**config.mk**
```make
export PLATFORM = sky130hd
export DESIGN_NAME = draw_text_box
export DESIGN_NICKNAME = d
export VERILOG_FILES = /design/src/rtl/vga_pkg.sv /design/src/rtl/delay.sv /design/src/rtl/draw_text_box.sv
export SDC_FILE = /design/constraint.sdc
export NUM_CORES = 1
export LEC_CHECK = 0
export ABC_AREA = 1
export BUFFER_PORTS_ARGS = -buffer_cell sky130_fd_sc_hd__buf_2
export CORE_UTILIZATION = 40
export CTS_CLUSTER_DIAMETER = 80
export DETAILED_ROUTE_END_ITERATION = 8
export REMOVE_ABC_BUFFERS = 1
export SLEW_MARGIN = 20
export SYNTH_ARGS = -nofsm -noshare
export SYNTH_HDL_FRONTEND = slang
export SYNTH_SLANG_ARGS = --single-unit
```
**constraint.sdc**
```tcl
create_clock -name clk -period 3.2 [get_ports clk]
set_input_delay 0.32 -clock clk [delete_from_list [all_inputs] [get_ports clk]]
set_output_delay 0.32 -clock clk [all_outputs]
set_load 0.01 [all_outputs]
```
**src/rtl/vga_pkg.sv**
```systemverilog
`default_nettype none
//==============================================================================
// Package  : vga_pkg
// Shared VGA stream widths, glyph geometry and the packed timing bus type.
// Revision : 1.0
//==============================================================================
package vga_pkg;

    localparam int HCOUNT_W  = 11;
    localparam int VCOUNT_W  = 11;
    localparam int RGB_W     = 12;
    localparam int CHAR_W    = 8;
    localparam int CHAR_H    = 16;
    localparam int CHAR_XY_W = 12;

    typedef struct packed {
        logic [HCOUNT_W-1:0] hcount;
        logic [VCOUNT_W-1:0] vcount;
        logic                hsync;
        logic                vsync;
        logic                hblnk;
        logic                vblnk;
    } vga_timing_t;

    localparam int TIMING_W = $bits(vga_timing_t);

endpackage
`default_nettype wire

```
**src/rtl/delay.sv**
```systemverilog
`default_nettype none
//==============================================================================
// Module   : delay
// Fixed-latency shift register with synchronous active-high reset.
// Revision : 1.0
//==============================================================================
module delay #(
    parameter int WIDTH   = 8,
    parameter int CLK_DEL = 1
) (
    input  logic             clk,
    input  logic             rst,
    input  logic [WIDTH-1:0] din,
    output logic [WIDTH-1:0] dout
);

    if (CLK_DEL < 1) begin : g_del_check
        $error("delay: CLK_DEL must be at least 1");
    end

    logic [WIDTH-1:0] r_stage [CLK_DEL];

    always_ff @(posedge clk) begin
        if (rst) begin
            for (int i = 0; i < CLK_DEL; i++) r_stage[i] <= '0;
        end else begin
            r_stage[0] <= din;
            for (int i = 1; i < CLK_DEL; i++) r_stage[i] <= r_stage[i-1];
        end
    end

    assign dout = r_stage[CLK_DEL-1];

endmodule
`default_nettype wire

```
**src/rtl/draw_text_box.sv**
```systemverilog
`default_nettype none
//==============================================================================
// Module   : draw_text_box
// Overlays a text field on the VGA stream via external text and font ROMs,
// 4-clock latency. Optional macro TEXT_BLINK_EN adds frame-rate blinking.
// Revision : 1.0
//==============================================================================
module draw_text_box
    import vga_pkg::*;
#(
    parameter int               X_POS      = 100,
    parameter int               Y_POS      = 200,
    parameter int               COLS       = 32,
    parameter int               ROWS       = 4,
    parameter logic [RGB_W-1:0] TEXT_COLOR = 12'hFFF,
    parameter int               BLINK_LOG  = 5
) (
    input  logic                 clk,
    input  logic                 rst,
    input  logic [HCOUNT_W-1:0]  hcount_in,
    input  logic [VCOUNT_W-1:0]  vcount_in,
    input  logic                 hsync_in,
    input  logic                 vsync_in,
    input  logic                 hblnk_in,
    input  logic                 vblnk_in,
    input  logic [RGB_W-1:0]     rgb_in,
    output logic [CHAR_XY_W-1:0] char_xy,
    input  logic [6:0]           char_code,
    output logic [10:0]          font_addr,
    input  logic [CHAR_W-1:0]    char_pixels,
    output logic [HCOUNT_W-1:0]  hcount_out,
    output logic [VCOUNT_W-1:0]  vcount_out,
    output logic                 hsync_out,
    output logic                 vsync_out,
    output logic                 hblnk_out,
    output logic                 vblnk_out,
    output logic [RGB_W-1:0]     rgb_out
);

    localparam int c_XSH = $clog2(CHAR_W);
    localparam int c_YSH = $clog2(CHAR_H);
    localparam logic [HCOUNT_W-1:0] c_X_LO = HCOUNT_W'(X_POS);
    localparam logic [HCOUNT_W-1:0] c_X_HI = HCOUNT_W'(X_POS + COLS*CHAR_W - 1);
    localparam logic [VCOUNT_W-1:0] c_Y_LO = VCOUNT_W'(Y_POS);
    localparam logic [VCOUNT_W-1:0] c_Y_HI = VCOUNT_W'(Y_POS + ROWS*CHAR_H - 1);

    if ((ROWS*COLS - 1) > ((1 << CHAR_XY_W) - 1) || BLINK_LOG < 0) begin : g_param_check
        $error("draw_text_box: last cell index exceeds char_xy range or BLINK_LOG negative");
    end

    // ---- Stage 1: field test and character addressing
    logic                  w_in_box;
    logic [HCOUNT_W-1:0]   w_dx;
    logic [VCOUNT_W-1:0]   w_dy;
    logic [CHAR_XY_W-1:0]  w_lin;

    assign w_in_box = (hcount_in >= c_X_LO) && (hcount_in <= c_X_HI) &&
                      (vcount_in >= c_Y_LO) && (vcount_in <= c_Y_HI);
    assign w_dx  = w_in_box ? (hcount_in - c_X_LO) : '0;
    assign w_dy  = w_in_box ? (vcount_in - c_Y_LO) : '0;
    assign w_lin = CHAR_XY_W'(32'(w_dy >> c_YSH) * 32'(COLS) + 32'(w_dx >> c_XSH));

    logic [CHAR_XY_W-1:0] r_char_xy;
    logic [c_YSH-1:0]     r_char_line, r_char_line_d;
    logic [c_XSH-1:0]     r_char_x, r_char_x_d, r_char_x_d2;
    logic                 r_in_box, r_in_box_d, r_in_box_d2;

    always_ff @(posedge clk) begin
        if (rst) begin
            r_char_xy     <= '0;
            r_char_line   <= '0;
            r_char_x      <= '0;
            r_in_box      <= 1'b0;
            r_char_line_d <= '0;
            r_char_x_d    <= '0;
            r_in_box_d    <= 1'b0;
            r_char_x_d2   <= '0;
            r_in_box_d2   <= 1'b0;
        end else begin
            r_char_xy     <= w_lin;
            r_char_line   <= w_dy[c_YSH-1:0];
            r_char_x      <= w_dx[c_XSH-1:0];
            r_in_box      <= w_in_box;
            r_char_line_d <= r_char_line;
            r_char_x_d    <= r_char_x;
            r_in_box_d    <= r_in_box;
            r_char_x_d2   <= r_char_x_d;
            r_in_box_d2   <= r_in_box_d;
        end
    end

    assign char_xy   = r_char_xy;
    // char_code belongs to the pixel that produced r_char_xy one clock ago
    assign font_addr = {char_code, r_char_line_d};

    // ---- Blink control
    logic w_visible;
`ifdef TEXT_BLINK_EN
    logic [BLINK_LOG:0] r_frame_cnt;
    logic               r_vsync_prev;
    logic               r_visible;

    always_ff @(posedge clk) begin
        if (rst) begin
            r_frame_cnt  <= '0;
            r_vsync_prev <= 1'b0;
            r_visible    <= 1'b1;
        end else begin
            r_vsync_prev <= vsync_in;
            if (vsync_in && !r_vsync_prev) r_frame_cnt <= r_frame_cnt + 1'b1;
            // only refreshed in vertical blank so a frame is never half-drawn
            if (vblnk_in) r_visible <= ~r_frame_cnt[BLINK_LOG];
        end
    end
    assign w_visible = r_visible;
`else
    assign w_visible = 1'b1;
`endif

    // ---- Delay lines and stage 4 colour mux
    vga_timing_t      w_tim_in, w_tim_d4;
    logic [RGB_W-1:0] w_rgb_d3;
    logic [1:0]       w_blnk_d3;
    logic             w_bit;
    logic [RGB_W-1:0] r_rgb;

    assign w_tim_in = '{hcount: hcount_in, vcount: vcount_in, hsync: hsync_in,
                        vsync: vsync_in, hblnk: hblnk_in, vblnk: vblnk_in};

    delay #(.WIDTH(TIMING_W), .CLK_DEL(4)) u_tim_dly (
        .clk(clk), .rst(rst), .din(w_tim_in), .dout(w_tim_d4));
    delay #(.WIDTH(RGB_W), .CLK_DEL(3)) u_rgb_dly (
        .clk(clk), .rst(rst), .din(rgb_in), .dout(w_rgb_d3));
    delay #(.WIDTH(2), .CLK_DEL(3)) u_blnk_dly (
        .clk(clk), .rst(rst), .din({hblnk_in, vblnk_in}), .dout(w_blnk_d3));

    assign w_bit = char_pixels[c_XSH'(CHAR_W-1) - r_char_x_d2];

    always_ff @(posedge clk) begin
        if (rst)                                   r_rgb <= '0;
        else if (|w_blnk_d3)                       r_rgb <= '0;
        else if (r_in_box_d2 && w_bit && w_visible) r_rgb <= TEXT_COLOR;
        else                                       r_rgb <= w_rgb_d3;
    end

    assign rgb_out    = r_rgb;
    assign hcount_out = w_tim_d4.hcount;
    assign vcount_out = w_tim_d4.vcount;
    assign hsync_out  = w_tim_d4.hsync;
    assign vsync_out  = w_tim_d4.vsync;
    assign hblnk_out  = w_tim_d4.hblnk;
    assign vblnk_out  = w_tim_d4.vblnk;

endmodule
`default_nettype wire
```
==> impl_metrics.ini, run 1 <==
[run_status]
status = completed

[yosys]
synth_mux_area_share_pct = 0
synth_top_family_by_area = simple AND/OR/NAND/NOR gates
synthFlopType = dfxtp_1
synth_cells = 689
synthAdderAreaFrac_pct = 1.85
synth_area_per_cell_um2 = 8.46
async_flop_share_pct = 0
synth-simple-area-share_pct = 17.5
synth-seq-cells = 184
synth.cell_area_mm2 = 0.00583
synth_seq_area_share_pct = 63.2
synth_edf_count = 0
ys_types = 26
synthXorXnorAreaFrac_pct = 0.751
synth_warnings = 0
synth_compound_area_share_pct = 2.81

[pwr]
powerDensity_mw_per_mm2 = 655
ir_drop_uv = 359
leakage_nw = 3.44

[clock_tree]
cts_buffer_depth = 2
clock_sinks = 184
htree_levels = 4
cts_buffers = 17
hold_buffers = 0
cts_setup_buffers = 0
path_clk_slew_ps = 70
cts_root_buffer = clkbuf_16
cts_resized = 0
cts_tree = yes
clk_latency_ps = 420

[global_route]
grt_use_total_pct = 13.6
grt_pass1_vias = 3626
antenna_found_initial = 0
grt_max_degree = 163
grt_pass1_wl_um = 15700
grt-ovfl-total = 0

[timing]
rsz0062_at_grt = no
setup_viol = 0
min_period_ps = 2200
drv_slew = 0
tightest_slew_ps = 1020
maxSlewHeadroom_pct = 31.5
skew_ps = 5.52
setup_tns_ps = 0
fin_crit_sh_pct = 68.8
fmax_mhz = 454
final_hold_viol_count = 0

[floorplan]
die_area_mm2 = 0.0151
die-height_um = 123
die_x_um = 123
core-area_mm2 = 0.0140
io-pin-count = 116
initial_core_util_pct = 41.5
rows = 43

[place]
dp_hpwl_um = 6460
port_buffers = 101
gp_congestion = 0.898
dpl_cell_area_mm2 = 0.00645
place_inst = 944

[drt]
drt_iter0_markers = 195
avgViaCountPerCell = 4.06
wl_per_cell_um = 9.81
route.vias.total = 3961
wl_um = 9570
drc = 0
first_pass_iters = 5
drtAntennaViolNets = 0

[critical_path]
start_kind = input port
crit_path_start = vcount_in[3]
critPathKind = input port to register
crit_required_ps = 3480
crit_fanout = 10
endpoint_kind = register
rr_startpoint = r_char_x_d2[0]
crit_arrival_ps = 2480

[cells_and_area]
drive_above_1_share_pct = 18.6
syn2layout_area_growth_pct = 20.8
diodes = 0
finish.utilization_pct = 50.2
postLayoutCellArea_mm2 = 0.00704
instances_no_fill = 976
fin_nets = 846

[hold_path]
hold_path.class = input port to register
min-delay-start = vcount_in[3]

[job]
drv_cap = 0
[Yosys cell counts, types with 3 or more instances]
| master | count | share of area [%] |
|---|---|---|
| a21oi_1 | 21 | 1.8 |
| nand2_1 | 38 | 2.4 |
| nand2_2 | 3 | 0.32 |
| inv_1 | 175 | 11 |
| nand3_1 | 11 | 0.94 |
| buf_1 | 3 | 0.19 |
| ha_1 | 7 | 1.5 |
| nor2_1 | 189 | 12 |
| o21ai_0 | 6 | 0.52 |
| dfxtp_1 | 184 | 63 |
| nor3_1 | 5 | 0.43 |
| inv_2 | 6 | 0.39 |
| xor2_1 | 5 | 0.75 |
| clkbuf_1 | 15 | 0.97 |
| buf_4 | 7 | 0.90 |
[registers in the layout, summed over array words and instances (netlist names)]
signal / cells
r_in_box_d2: 1
r_char_line_d: 4
r_in_box: 1
char_xy: 12
r_char_x: 3
u_tim_dly.r_stage: 104
rgb_out: 12
r_char_x_d2: 3
r_char_line: 4
r_in_box_d: 1
r_char_x_d: 3
u_rgb_dly.r_stage: 36
[critical path, stage by stage]
cell,delay [ps]
buf_2,100
inv_1,110
ha_1,180
nand2_1,80
inv_1,100
nand3_1,80
nand2_1,70
nand3_1,80
nand2_2,120
nor2_8,60
inv_2,160
nor2_1,70
ha_1,210
fa_1,470
nand2_1,80
nand2_1,50
nand3_1,80
a21oi_1,60
[cell usage in the layout, fill, tap and decap left out, types with 4 or more instances in the layout]
cell type and count:
xor2_1 5, nand2_1 38, inv_2 6, buf_2 100
a21oi_1 21, nor2_1 189, ha_1 7, inv_1 175
nand3_1 11, o21ai_0 6, clkbuf_16 17, nor3_1 5
clkinvlp_4 4, dfxtp_1 184
[logic make-up (layout without fill, tap and decap cells)]
family,after synthesis,after routing
and+or+nand+nor,253,253
buffers and inverters,208,315
DFF,184,184
AOI/OAI and AO/OA,31,31
adders and majority gates,8,8
xor gates and xnor gates,5,5
[power by group]
group	switching [W]	leakage, nW	total (W)	internal (W)
logic	0.000128	1.65	0.000200	0.0000718
clock network	0.000877	0.280	0.00204	0.00117
registers	0.0000159	1.50	0.00237	0.00236
[worst paths after layout]
path | slack (ps) | endpoint | cells after the start
setup reg to reg | 1360 | rgb_out[4] | 5
setup / recovery | 1000 | char_xy[9] | 18
hold reg to reg | 400 | u_tim_dly.r_stage[1][17] | 2
hold / removal | 70 | r_char_line[3] | 2
[stage by stage]
stage               worst slack (ps)  power, W  hold slack [ps]
floorplan                        965   0.00252              388
global placement                 672   0.00262              389
detailed placement               578   0.00263              393
CTS                             1020   0.00468             57.4
global route                     808   0.00481             65.8
finish                          1000   0.00462             70.3
[layout make-up]
type                    instances  area (um2)
fillers                      1352        7000
flip-flops and latches        184        3680
multi-input cells             297        1340
inverters                     181         679
repair buffers                102         528
clock buffers                  17         425
well taps                     180         225
clock inverters                15         166
[routing by layer]
layer | routed length (um) | global-route usage (%) | vias up
met5 | 0 | 0 | -
met2 | 4320 | 21.4 | 100
met3 | 427 | 3.86 | 18
met4 | 243 | 8.16 | 0
li1 | - | - | 2130
met1 | 4580 | 16.4 | 1713
No activity file was read; power rests on OpenSTA's default activity.
==> run 2: changes to the inputs <==
==> constraint.sdc (replaced) <==
create_clock -name clk -period 2.1 [get_ports clk]
set_input_delay 0.21 -clock clk [delete_from_list [all_inputs] [get_ports clk]]
set_output_delay 0.21 -clock clk [all_outputs]
set_load 0.01 [all_outputs]
==> run 2 against run 1 <==
- non-clock buffer count up 55
- sequential cell count stayed put
- total power up 53%
- register-to-register slack got worse by 650 ps
- global-route usage rose by 0.95 points
- highest routed layer unchanged
==> impl_metrics.ini, run 2 (synthesized netlist as in run 1, its figures left out) <==
[job]
drv_cap = 0

[timing]
setup_viol = 0
tightest_slew_ps = 491
final_hold_viol_count = 0
drv_slew = 0
skew_ps = 5.28
min_period_ps = 1910
maxSlewHeadroom_pct = 67.2
fmax_mhz = 524
fin_crit_sh_pct = 90.9
worst_slack_ps = 192

[floorplan]
initial_core_util_pct = 41.5
io-pin-count = 116
die-height_um = 123
die_x_um = 123
core-area_mm2 = 0.0140
rows = 43
die_area_mm2 = 0.0151

[place]
place_inst = 983
gp_congestion = 0.852
place_ws_ps = -291
port_buffers = 101
dp_hpwl_um = 6890

[clock_tree]
path_clk_slew_ps = 60
cts_buffers = 17
cts_tree = yes
clk_latency_ps = 420
cts_buffer_depth = 2
cts_root_buffer = clkbuf_16
clock_sinks = 184
cts_setup_buffers = 0
htree_levels = 4

[global_route]
grt_pass1_vias = 3919
grt_max_degree = 85
grt-ovfl-total = 0
busiest_layer = met2
grt_util_met2_pct = 23.3
antenna_found_initial = 0
met1_usage_pct = 17.0
grt_use_total_pct = 14.5
grt.met3_usage_pct = 4.74
grt_pass1_wl_um = 16800

[critical_path]
crit_arrival_ps = 2260
start_kind = input port
crit_chain = buf_2 > inv_1 > ha_1 > nand2_1 > inv_1 > nand3_1 > nand2_1 > nand3_1 > nand2_2 > nor2_8 > inv_4 > buf_4 > nor2_1 > ha_1 > a31oi_2 > inv_1 > nand3_1 > nand2_1 > nor2_1
crit_fanout = 7
crit_required_ps = 2460
critPathKind = input port to register
slowest_delay_ps = 270
cpMaxStageDelayCell = ha_1
endpoint_kind = register

[drt]
route.vias.total = 4167
drt_iter0_markers = 171
drc = 0
first_pass_iters = 4
drtAntennaViolNets = 0
wl_per_cell_um = 9.78
wl_um = 10100
avgViaCountPerCell = 4.04

[pwr]
p_int_w = 0.00557
clkPwrFrac_pct = 43.3
power_frac_comb_pct = 5.3
p_sw_w = 0.00147
leakage_nw = 3.69
ir_drop_uv = 546
sw_frac_of_total_pct = 20.9
powerDensity_mw_per_mm2 = 939
p_seq_share_pct = 51.4

[run_status]
status = completed

[cells_and_area]
largest_register_ffs = 104
instances_no_fill = 1031
diodes = 0
final_cell_mix = nor2_1 (189), dfxtp_1 (184), inv_1 (174)
multi_input_area_mm2 = 0.00134
fin_nets = 901
fillers = 1347
drive_above_1_share_pct = 22.1
final_common_cell = nor2_1
final-seq-area_mm2 = 0.00368
largest_register = u_tim_dly.r_stage
reg.largest.list = u_tim_dly.r_stage: 104 flops, u_rgb_dly.r_stage: 36 flops
syn2layout_area_growth_pct = 28.6

[hold_path]
hold_path.class = input port to register
## run 2: cell count changes in the layout (fill, tap and decap cells not counted)
cell           change
a31oi_1            -1
a31oi_2            +1
buf_4             +39
clkbuf_1           +2
clkbuf_8           +2
clkinv_2           +2
clkinvlp_4         -2
dlygate4sd3_1     +16
fa_1               -1
fa_2               +1
inv_1              -1
inv_4              +1
inv_6              -2
inv_8              -2
## run 2: metrics by stage
step	total power, W	TNS, ps	utilization (%)	instance area (um2)	hold WS (ps)
after floorplan	0.00385	-34.9	-	5700	279
after global placement	0.00404	-541	48.0	6740	389
after detailed placement	0.00405	-1000	48.0	6740	392
after CTS	0.00715	0	53.3	7490	25.4
after global routing	0.00736	-6.18	53.4	7500	34.5
final	0.00704	0	53.4	7500	48.0
## run 2: timing repair
| action | in CTS | in global routing |
|---|---|---|
| gates resized for setup | 0 | 4 |
| hold buffers | 16 | 0 |
| hold endpoints to repair | 16 | 0 |
| endpoints found under the setup margin | 0 | 3 |
## run 2: power by group through the flow
stage	Combinational, W	Sequential, W	Clock (W)
after floorplan	0.000148	0.00370	0
after global placement	0.000349	0.00369	0
after detailed placement	0.000353	0.00370	0
after CTS	0.000380	0.00362	0.00315
after global routing	0.000428	0.00362	0.00331
final	0.000375	0.00362	0.00305
## run 2: critical path: cells and delay by family
kind	cells	cell delay, ps
AOI/OAI and AO/OA	1	210
adders and majority gates	2	470
buffers and inverters	6	470
and+or+nand+nor	10	880
## run 2: cell type report
cell class	instances	area share (%)
Clock buffer	21	6.14
Clock inverter	11	1.62
Inverter	181	9.10
Multi-Input combinational cell	297	17.9
Sequential cell	184	49.1
Tap cell	180	3.00
Timing Repair Buffer	157	13.1
## run 2: worst paths after layout
kind / endpoint / from / cells after the start / slack (ps)
max: char_xy[8] / vcount_in[3] / 19 / 190
min: u_tim_dly.r_stage[0][12] / vcount_in[8] / 3 / 50
max reg2reg: rgb_out[0] / r_char_x_d2[0] / 6 / 710
min reg2reg: r_char_line_d[1] / r_char_line[1] / 2 / 400
## run 2: metal layers
metal  wire length, um  part of all wire, %
met5                 0                    0
met4               242                  2.4
met3               495                  4.9
met2              4670                   46
met1              4670                   46
